$ cat src/rtl/oric_sram_arbiter.sv
// Slot sequencer for the shared Oric system SRAM: VIDA/VIDB/CPU/LDR slots per machine cycle.
// Define ORIC_SRAM_LDR_STEAL_EN to let a pending loader write use an unclaimed CPU slot.
module oric_sram_arbiter #(
  parameter int unsigned CYCLE_LEN = 24
) (
  input  logic        CLK_IN,
  input  logic        RESET,
  input  logic        cycle_start,
  input  logic [15:0] vid_addr,
  output logic [7:0]  vid_q,
  output logic [1:0]  vid_stb,
  input  logic        cpu_req,
  input  logic        cpu_we,
  input  logic [15:0] cpu_addr,
  input  logic [7:0]  cpu_wdata,
  output logic [7:0]  cpu_rdata,
  output logic        cpu_ack,
  input  logic        ldr_req,
  input  logic [15:0] ldr_addr,
  input  logic [7:0]  ldr_wdata,
  output logic        ldr_ack,
  output logic [15:0] ram_ad,
  output logic [7:0]  ram_d,
  input  logic [7:0]  ram_q,
  output logic        ram_cs,
  output logic        ram_oe,
  output logic        ram_we
);

  localparam int unsigned CNT_W = $clog2(CYCLE_LEN);
  localparam logic [CNT_W-1:0] CNT_LAST  = CNT_W'(CYCLE_LEN - 1);
  localparam logic [CNT_W-1:0] SLOT_VIDA = CNT_W'(0);
  localparam logic [CNT_W-1:0] SLOT_VIDB = CNT_W'(4);
  localparam logic [CNT_W-1:0] SLOT_CPU  = CNT_W'(12);
  localparam logic [CNT_W-1:0] SLOT_LDR  = CNT_W'(18);

  typedef enum logic [2:0] {
    ACC_IDLE,
    ACC_VIDA,
    ACC_VIDB,
    ACC_CPU_RD,
    ACC_CPU_WR,
    ACC_LDR_WR
  } acc_t;

  logic [CNT_W-1:0] cnt_q, cnt_d;
  acc_t             acc_q, acc_d;
  logic [1:0]       off_q, off_d;
  logic [15:0]      addr_q, addr_d;
  logic [7:0]       wdata_q, wdata_d;
  logic [7:0]       vid_data_q, vid_data_d;
  logic [1:0]       vid_stb_q, vid_stb_d;
  logic [7:0]       cpu_rdata_q, cpu_rdata_d;
  logic             cpu_ack_q, cpu_ack_d;
  logic             ldr_ack_q, ldr_ack_d;
  logic             ram_cs_q, ram_cs_d;
  logic             ram_oe_q, ram_oe_d;
  logic             ram_we_q, ram_we_d;
  logic             acc_done;

  always_comb begin
    cnt_d       = cnt_q;
    acc_d       = ACC_IDLE;
    off_d       = '0;
    addr_d      = addr_q;
    wdata_d     = wdata_q;
    vid_data_d  = vid_data_q;
    vid_stb_d   = '0;
    cpu_rdata_d = cpu_rdata_q;
    cpu_ack_d   = 1'b0;
    ldr_ack_d   = 1'b0;
    acc_done    = 1'b0;

    if (cycle_start) begin
      cnt_d = '0;
    end else if (cnt_q != CNT_LAST) begin
      cnt_d = cnt_q + CNT_W'(1);
    end

    // A cycle_start anywhere inside a slot kills the access: no continuation, no completion.
    if (acc_q != ACC_IDLE && !cycle_start) begin
      if (off_q == 2'd3) begin
        acc_done = 1'b1;
      end else begin
        acc_d = acc_q;
        off_d = 2'(off_q + 2'd1);
      end
    end

    if (acc_done) begin
      case (acc_q)
        ACC_VIDA: begin
          vid_data_d = ram_q;
          vid_stb_d  = 2'b01;
        end
        ACC_VIDB: begin
          vid_data_d = ram_q;
          vid_stb_d  = 2'b10;
        end
        ACC_CPU_RD: begin
          cpu_rdata_d = ram_q;
          cpu_ack_d   = 1'b1;
        end
        ACC_CPU_WR: cpu_ack_d = 1'b1;
        ACC_LDR_WR: ldr_ack_d = 1'b1;
        default: ;
      endcase
    end

    // Slot start: the holding registers capture the requester's inputs on the edge entering offset 0.
    if (cycle_start || cnt_q != CNT_LAST) begin
      case (cnt_d)
        SLOT_VIDA: begin
          acc_d  = ACC_VIDA;
          off_d  = '0;
          addr_d = vid_addr;
        end
        SLOT_VIDB: begin
          acc_d  = ACC_VIDB;
          off_d  = '0;
          addr_d = vid_addr;
        end
        SLOT_CPU: begin
          off_d = '0;
          if (cpu_req) begin
            acc_d   = cpu_we ? ACC_CPU_WR : ACC_CPU_RD;
            addr_d  = cpu_addr;
            wdata_d = cpu_wdata;
`ifdef ORIC_SRAM_LDR_STEAL_EN
          end else if (ldr_req) begin
            acc_d   = ACC_LDR_WR;
            addr_d  = ldr_addr;
            wdata_d = ldr_wdata;
`endif
          end else begin
            acc_d = ACC_IDLE;
          end
        end
        SLOT_LDR: begin
          off_d = '0;
          if (ldr_req) begin
            acc_d   = ACC_LDR_WR;
            addr_d  = ldr_addr;
            wdata_d = ldr_wdata;
          end else begin
            acc_d = ACC_IDLE;
          end
        end
        default: ;
      endcase
    end

    ram_cs_d = (acc_d != ACC_IDLE);
    ram_oe_d = (acc_d == ACC_VIDA) || (acc_d == ACC_VIDB) || (acc_d == ACC_CPU_RD);
    ram_we_d = ((acc_d == ACC_CPU_WR) || (acc_d == ACC_LDR_WR))
               && ((off_d == 2'd1) || (off_d == 2'd2));
  end

  always_ff @(posedge CLK_IN) begin
    if (RESET) begin
      cnt_q       <= CNT_LAST;
      acc_q       <= ACC_IDLE;
      off_q       <= '0;
      addr_q      <= '0;
      wdata_q     <= '0;
      vid_data_q  <= '0;
      vid_stb_q   <= '0;
      cpu_rdata_q <= '0;
      cpu_ack_q   <= 1'b0;
      ldr_ack_q   <= 1'b0;
      ram_cs_q    <= 1'b0;
      ram_oe_q    <= 1'b0;
      ram_we_q    <= 1'b0;
    end else begin
      cnt_q       <= cnt_d;
      acc_q       <= acc_d;
      off_q       <= off_d;
      addr_q      <= addr_d;
      wdata_q     <= wdata_d;
      vid_data_q  <= vid_data_d;
      vid_stb_q   <= vid_stb_d;
      cpu_rdata_q <= cpu_rdata_d;
      cpu_ack_q   <= cpu_ack_d;
      ldr_ack_q   <= ldr_ack_d;
      ram_cs_q    <= ram_cs_d;
      ram_oe_q    <= ram_oe_d;
      ram_we_q    <= ram_we_d;
    end
  end

  assign vid_q     = vid_data_q;
  assign vid_stb   = vid_stb_q;
  assign cpu_rdata = cpu_rdata_q;
  assign cpu_ack   = cpu_ack_q;
  assign ldr_ack   = ldr_ack_q;
  assign ram_ad    = addr_q;
  assign ram_d     = wdata_q;
  assign ram_cs    = ram_cs_q;
  assign ram_oe    = ram_oe_q;
  assign ram_we    = ram_we_q;

endmodule

$ cat config.mk
export PLATFORM = sky130hd
export DESIGN_NAME = oric_sram_arbiter
export DESIGN_NICKNAME = d
export VERILOG_FILES = /design/src/rtl/oric_sram_arbiter.sv
export SDC_FILE = /design/constraint.sdc
export NUM_CORES = 1
export LEC_CHECK = 0
export BUFFER_PORTS_ARGS = -buffer_cell sky130_fd_sc_hd__clkbuf_2
export CAP_MARGIN = 15
export CORE_MARGIN = 2
export CORE_UTILIZATION = 50
export CTS_CLUSTER_DIAMETER = 50
export DETAILED_ROUTE_END_ITERATION = 10
export PLACE_DENSITY_LB_ADDON = 0.05
export RECOVER_POWER = 50
export SLEW_MARGIN = 20
export SYNTH_ARGS = -nofsm -noshare
export SYNTH_HDL_FRONTEND = slang
export SYNTH_SLANG_ARGS = --single-unit
$ cat constraint.sdc
create_clock -name CLK_IN -period 6.6 [get_ports CLK_IN]
set_input_delay 0.99 -clock CLK_IN [delete_from_list [all_inputs] [get_ports CLK_IN]]
set_output_delay 0.99 -clock CLK_IN [all_outputs]
set_load 0.02 [all_outputs]
Word level (Yosys, flattened, before mapping)
Index checks and enable logic that the tools add are counted.
{"block": "classes", "add_sub_neg": 2, "n_eq_ne": 19, "n_mux": 24, "reduce_logical": 22, "n_bitwise": 1}
{"op": "16-bit case mux with 3 select lines", "n": 1}
{"op": "16-bit 2-to-1 mux", "n": 2}
{"op": "3-bit 2-to-1 mux", "n": 6}
{"op": "8-bit 2-to-1 mux", "n": 2}
{"op": "8-bit case mux with 2 select lines", "n": 1}
{"op": "3-bit by 2-bit == test with 1-bit output, second input constant", "n": 4}
{"op": "3-bit == test, second input constant", "n": 4}
{"op": "3-bit case mux with 4 select lines", "n": 1}
{"op": "5-bit 2-to-1 mux", "n": 2}
{"op": "3-bit nonzero test", "n": 3}
{"op": "2-bit 2-to-1 mux", "n": 4}
{"op": "4-bit AND reduction", "n": 2}
{"op": "2-bit OR reduction", "n": 4}
{"op": "3-bit by 1-bit == test with 1-bit output, second input constant", "n": 2}
{"op": "5-bit by 1-bit adder with 5-bit output, second input constant", "n": 1}
{"op": "5-bit by 3-bit == test with 1-bit output, second input constant", "n": 1}
{"op": "5-bit by 4-bit == test with 1-bit output, second input constant", "n": 1}
{"op": "5-bit == test, second input constant", "n": 1}
{"op": "5-bit logical NOT", "n": 1}
{"op": "1-bit logical OR", "n": 5}
{"op": "5-bit != test, second input constant", "n": 1}
{"op": "2-bit == test, second input constant", "n": 2}
{"op": "1-bit 2-to-1 mux", "n": 4}
{"op": "2-bit != test, second input constant", "n": 2}
{"op": "9 further kinds", "n": 11}
{"block": "word_totals", "regBits": 57}

Longest topological paths before layout
{"block": "logic_depth", "depth_word": 10, "ltp_mapped": 11, "depth_no_buf": 7}

Worst setup path before layout
OpenSTA, ideal clock, no wires.
{"block": "synth_path", "path_kind": "in2reg", "from": "input port cycle_start", "to": "register addr_q[10], in the netlist ram_ad[10]", "path_stages": 9, "n_path_buf": 3, "slack_ns": 4.078, "arrival_ns": 2.378, "path_cell_list": "o21bai_1 -> a31o_2 -> a211oi_2 -> or3_1 -> buf_6 -> and2_4 -> buf_6 -> buf_6 -> a311oi_2"}
{"block": "synth_via", "elab_chain_len": 5, "word_cells_on_any_way": 12, "classes_between": "eq/ne (5); mux (2); reduce/logical (5)"}
{"item": "from (decl)", "line": "8", "rtl": "input logic cycle_start,"}
{"item": "5-bit 2-to-1 mux", "line": "74", "rtl": "if (cycle_start) begin"}
{"item": "5-bit by 3-bit == test with 1-bit output / 5-bit logical NOT (equally long branches)", "line": "112", "rtl": "case (cnt_d)"}
{"item": "2-bit OR reduction (no source line)"}
{"item": "3-bit nonzero test (no source line)"}
{"item": "4-bit AND reduction (no source line)"}
{"item": "to (signal assigned)", "line": "178", "rtl": "addr_q <= addr_d;"}
{"item": "to (decl)", "line": "49", "rtl": "logic [15:0] addr_q, addr_d;"}
Parallel ways exist; a longest one is shown, timed or not.
A chain may end at the register's enable or synchronous reset.

Worst setup path in the final report
{"block": "layout_path", "from": "register cnt_q[1]", "to": "register wdata_q[4], in the netlist ram_d[4]"}
{"block": "layout_via", "elab_chain_len": 6, "word_cells_on_any_way": 12, "classes_between": "add/sub (1); eq/ne (5); mux (3); reduce/logical (3)"}
{"item": "from (decl)", "line": "46", "rtl": "logic [CNT_W-1:0] cnt_q, cnt_d;"}
{"item": "from (signal assigned)", "line": "175", "rtl": "cnt_q <= cnt_d;"}
{"item": "5-bit by 1-bit adder with 5-bit output / 5-bit != test (equally long branches)", "line": "77, 76, 111"}
{"item": "5-bit 2-to-1 mux", "line": "76", "rtl": "end else if (cnt_q != CNT_LAST) begin"}
{"item": "5-bit 2-to-1 mux", "line": "74"}
{"item": "5-bit == test / 5-bit by 4-bit == test with 1-bit output (equally long branches)", "line": "112"}
{"item": "2-bit != test (no source line) / 2-bit nonzero test (equally long branches)"}
{"item": "4-bit AND reduction (no source line)"}
{"item": "to (signal assigned)", "line": "179", "rtl": "wdata_q <= wdata_d;"}
{"item": "to (decl)", "line": "50", "rtl": "logic [7:0] wdata_q, wdata_d;"}
Parallel ways exist; a longest one is shown, timed or not.

==> metrics <==
critical path, cell by cell=ha_1 -> nand3_2 -> xnor2_2 -> nor4_4 -> o2bb2a_1 -> nor2_1 -> a211oi_1; wire per inst=around 14 um; gr ovfl total=0; post-route worst hold slack=about 0.45 ns; Cell Count Post-Placement=between 400 and 500; number of filler instances in the final layout=481; leading cell types by total area after synthesis=sky130_fd_sc_hd__dfxtp_1, sky130_fd_sc_hd__mux2i_1, sky130_fd_sc_hd__a311oi_2; largest driver fanout on the critical path=19; worst setup timing slack at the placement stage=between 3 and 4 ns; width of the die=between 70 and 80 um; combined flip-flop and latch cell area=approximately 0.0011 sq mm; Top delay family on crit path=simple AND/OR/NAND/NOR gates; sequential share of power=0.387; filler-free cell count of the finished design=~480; multiplexer share of the synthesized area=0.0947; clock period minus worst slack=roughly 3.2 ns; internal power of the cells=0.736 mW; DRC violation total after the first TritonRoute iteration=approximately 110; count of synthesis-stage warnings from yosys=0; max capacitance violation total=1; fraction of layout cells with a size suffix above 1=0.291; setup repair after global routing missed its margin=false; Relative slew margins=-0.663; vias per cell=around 5.4; leakage power figure=1.50 nW; area fraction in compound gates after synthesis=0.248; share of synthesized area occupied by flip-flops and latches=0.413; height of the chip=roughly 80 um; number of antenna violations at the first check in global routing=0; category of the worst setup path capture point=flop; number of endpoints failing setup at the final stage=0; hold violation total from the final report=0; share of the synthesized netlist area taken by xor and xnor gates=0.0186; Worst setup SP type=flop; pin slew with the least headroom to its limit=~2.5 ns; result of the run=finished with violations; routability congestion estimate from global placement=0.849; mean instance size in the synthesized netlist=9.52 sq um; clock power share=0.455; sw power=approximately 0.24 mW; post-cts sizing count=0; clk sink count=57; Synth async-reset ratio=0; buffer and inverter count on the worst path=0; post-synthesis cell area=0.00276 sq mm; count of cell types in the netlist=55; worst setup path class=flop to flop; synthesized instance count=290; largest area contributor in the netlist=sky130_fd_sc_hd__dfxtp_1; CTS tree=done; residual antenna-violating net count after detailed routing=0; Synth Net Count=between 300 and 400; die area=approximately 0.0061 sq mm; setup bufs post-CTS=0; Sum Neg Setup Slack=0 ns; CTS H-Tree Depth=3; relative contribution of combinational cells to total power=0.158; pin count of the biggest net entering global routing=53; total wirelength of the detailed-routed design=slightly below 7 mm; delay of the slowest cell on the worst path=between 0.8 and 0.9 ns; Final #Nets=between 400 and 500; worst min path class=flop to flop; area delta synth->final=29.5%; Post-Synth Adder-Cell Area=0.00907; clock insertion delay at the later pin of the skew report=0.33 ns; Slowest cell on crit path=sky130_fd_sc_hd__nor4_4; remaining routing DRC violations=0; Max rail drop VDD=185 uV; main combinational cell family by area after synthesis=compound AO/OA/AOI/OAI gates; final critical-path share of the clock period=0.484; Switching Fraction=0.249; footprint of the multi-input gates=0.00148 sq mm; endpoint required time on the critical path=roughly 6.8 ns; number of buffers between clock root and the deepest sink=2; PwrDens=~270 mW/mm^2; area of the core region=approximately 0.0054 sq mm; length of the first detailed-routing pass in iterations=4; number of max-slew violations in the final report=53; most frequently used flop master after synthesis=sky130_fd_sc_hd__dfxtp_1; I/O Buffers=between 100 and 150; global routing usage summed across all routing layers=0.228; Final HPWL DP=roughly 5 mm; I/O Pins=about 130; highest clock frequency the design can meet=313 MHz; CP Data Arrival Time=3.40 ns; worst clock skew=0.00515 ns; clock-pin slew on the worst setup and hold paths=~0.060 ns; CTS hold repair buffers=0; simple-gate portion of the synthesized area=0.165; Core Rows=27; diodes inserted=0; Starting Density=0.511; total number of vias=2602; portion of synthesized cell area occupied by the leading cell type=0.413; synthesis-stage register bit count=57; clock root buffer=sky130_fd_sc_hd__clkbuf_8; first-pass GRT wire length=11.0 mm; CTS Buf Count=9; final critical-path setup slack=around 3.4 ns; number of enable-type register cells in the synthesized netlist=0; violations in the final reports=max-capacitance violations, max-slew violations; via count of the first global-routing pass=between 2000 and 2500
## logic make-up after synthesis
family / count (synthesis)
and+or+nand+nor: 89
AOI/OAI and AO/OA: 85
DFF: 57
buffers and inverters: 26
muxes: 26
xor gates and xnor gates: 5
adders and majority gates: 2
## cell type report
| type | instances | share of cell area |
|---|---|---|
| inverters | 3 | 0.00315 |
| multi-input cells | 207 | 0.414 |
| clock buffers | 11 | 0.0424 |
| repair buffers | 126 | 0.161 |
| well taps | 72 | 0.0252 |
| flip-flops and latches | 57 | 0.319 |
| clock inverters | 5 | 0.0350 |
## synthesized netlist by cell type (all sizes together) (2+ instances only)
| cell | instances |
|---|---|
| o21bai | 2 |
| nor4 | 2 |
| mux2i | 25 |
| xor2 | 2 |
| a311oi | 16 |
| a21oi | 23 |
| ha | 2 |
| nor3 | 6 |
| clkbuf | 13 |
| a22oi | 16 |
| a21o | 2 |
| nor3b | 5 |
| a211oi | 12 |
| xnor2 | 3 |
| a31oi | 2 |
| nor2 | 34 |
| nand2 | 21 |
| nand2b | 5 |
| dfxtp | 57 |
| and3 | 3 |
| buf | 10 |
| nor2b | 2 |
| inv | 3 |
| o21ai | 3 |
| nand3 | 3 |
## power by group through the flow
stage	Clock (mW)	Sequential (mW)	Combinational, mW
floorplan	0	0.399	0.0962
global placement	0	0.386	0.156
detailed placement	0	0.386	0.158
CTS	0.456	0.379	0.159
global route	0.470	0.382	0.170
finish	0.446	0.379	0.155
## path summary, 6_finish.rpt
check                start        to  slack, ns  cells after the start
setup / recovery  cnt_q[1]  ram_d[4]       3.41                      7
hold / removal    off_q[0]  off_q[0]       0.45                      1
setup reg to reg  cnt_q[1]  ram_d[4]       3.41                      7
hold reg to reg   off_q[0]  off_q[0]       0.45                      1
## cells in the final DEF (no fill, tap or decap), types with 6 or more instances in the layout
| cell type | instances |
|---|---|
| sky130_fd_sc_hd__a311oi_1 | 6 |
| sky130_fd_sc_hd__nor3_1 | 6 |
| sky130_fd_sc_hd__nand2_1 | 21 |
| sky130_fd_sc_hd__clkbuf_1 | 46 |
| sky130_fd_sc_hd__a211oi_1 | 10 |
| sky130_fd_sc_hd__a311oi_2 | 10 |
| sky130_fd_sc_hd__mux2i_1 | 25 |
| sky130_fd_sc_hd__dfxtp_1 | 57 |
| sky130_fd_sc_hd__clkbuf_8 | 11 |
| sky130_fd_sc_hd__a22oi_1 | 16 |
| sky130_fd_sc_hd__clkbuf_2 | 79 |
| sky130_fd_sc_hd__a21oi_1 | 22 |
| sky130_fd_sc_hd__nor2_1 | 34 |
## stage by stage
| stage | power [mW] | area (sq um) | utilization |
|---|---|---|---|
| detailed placement | 0.545 | 3360 | 0.621 |
| finish | 0.980 | 3570 | 0.661 |
| global route | 1.02 | 3570 | 0.661 |
| global placement | 0.542 | 3360 | 0.621 |
| floorplan | 0.495 | 2760 | - |
| CTS | 0.994 | 3630 | 0.672 |
## state kept, by name (all words and copies together) (netlist names), 2 cells and up
register	count
cnt_q	5
off_q	2
cpu_rdata	8
vid_stb	2
vid_q	8
ram_ad	16
ram_d	8
acc_q	3
## layer usage
metal  up-vias  routed length (um)  GRT usage
met5         -                   0          0
met4         0                  67     0.0807
met3         6                 458     0.0816
met2        89                3400      0.386
met1      1203                2860      0.265
li1       1304                   -          -
Power figures use the tool's default switching activity.
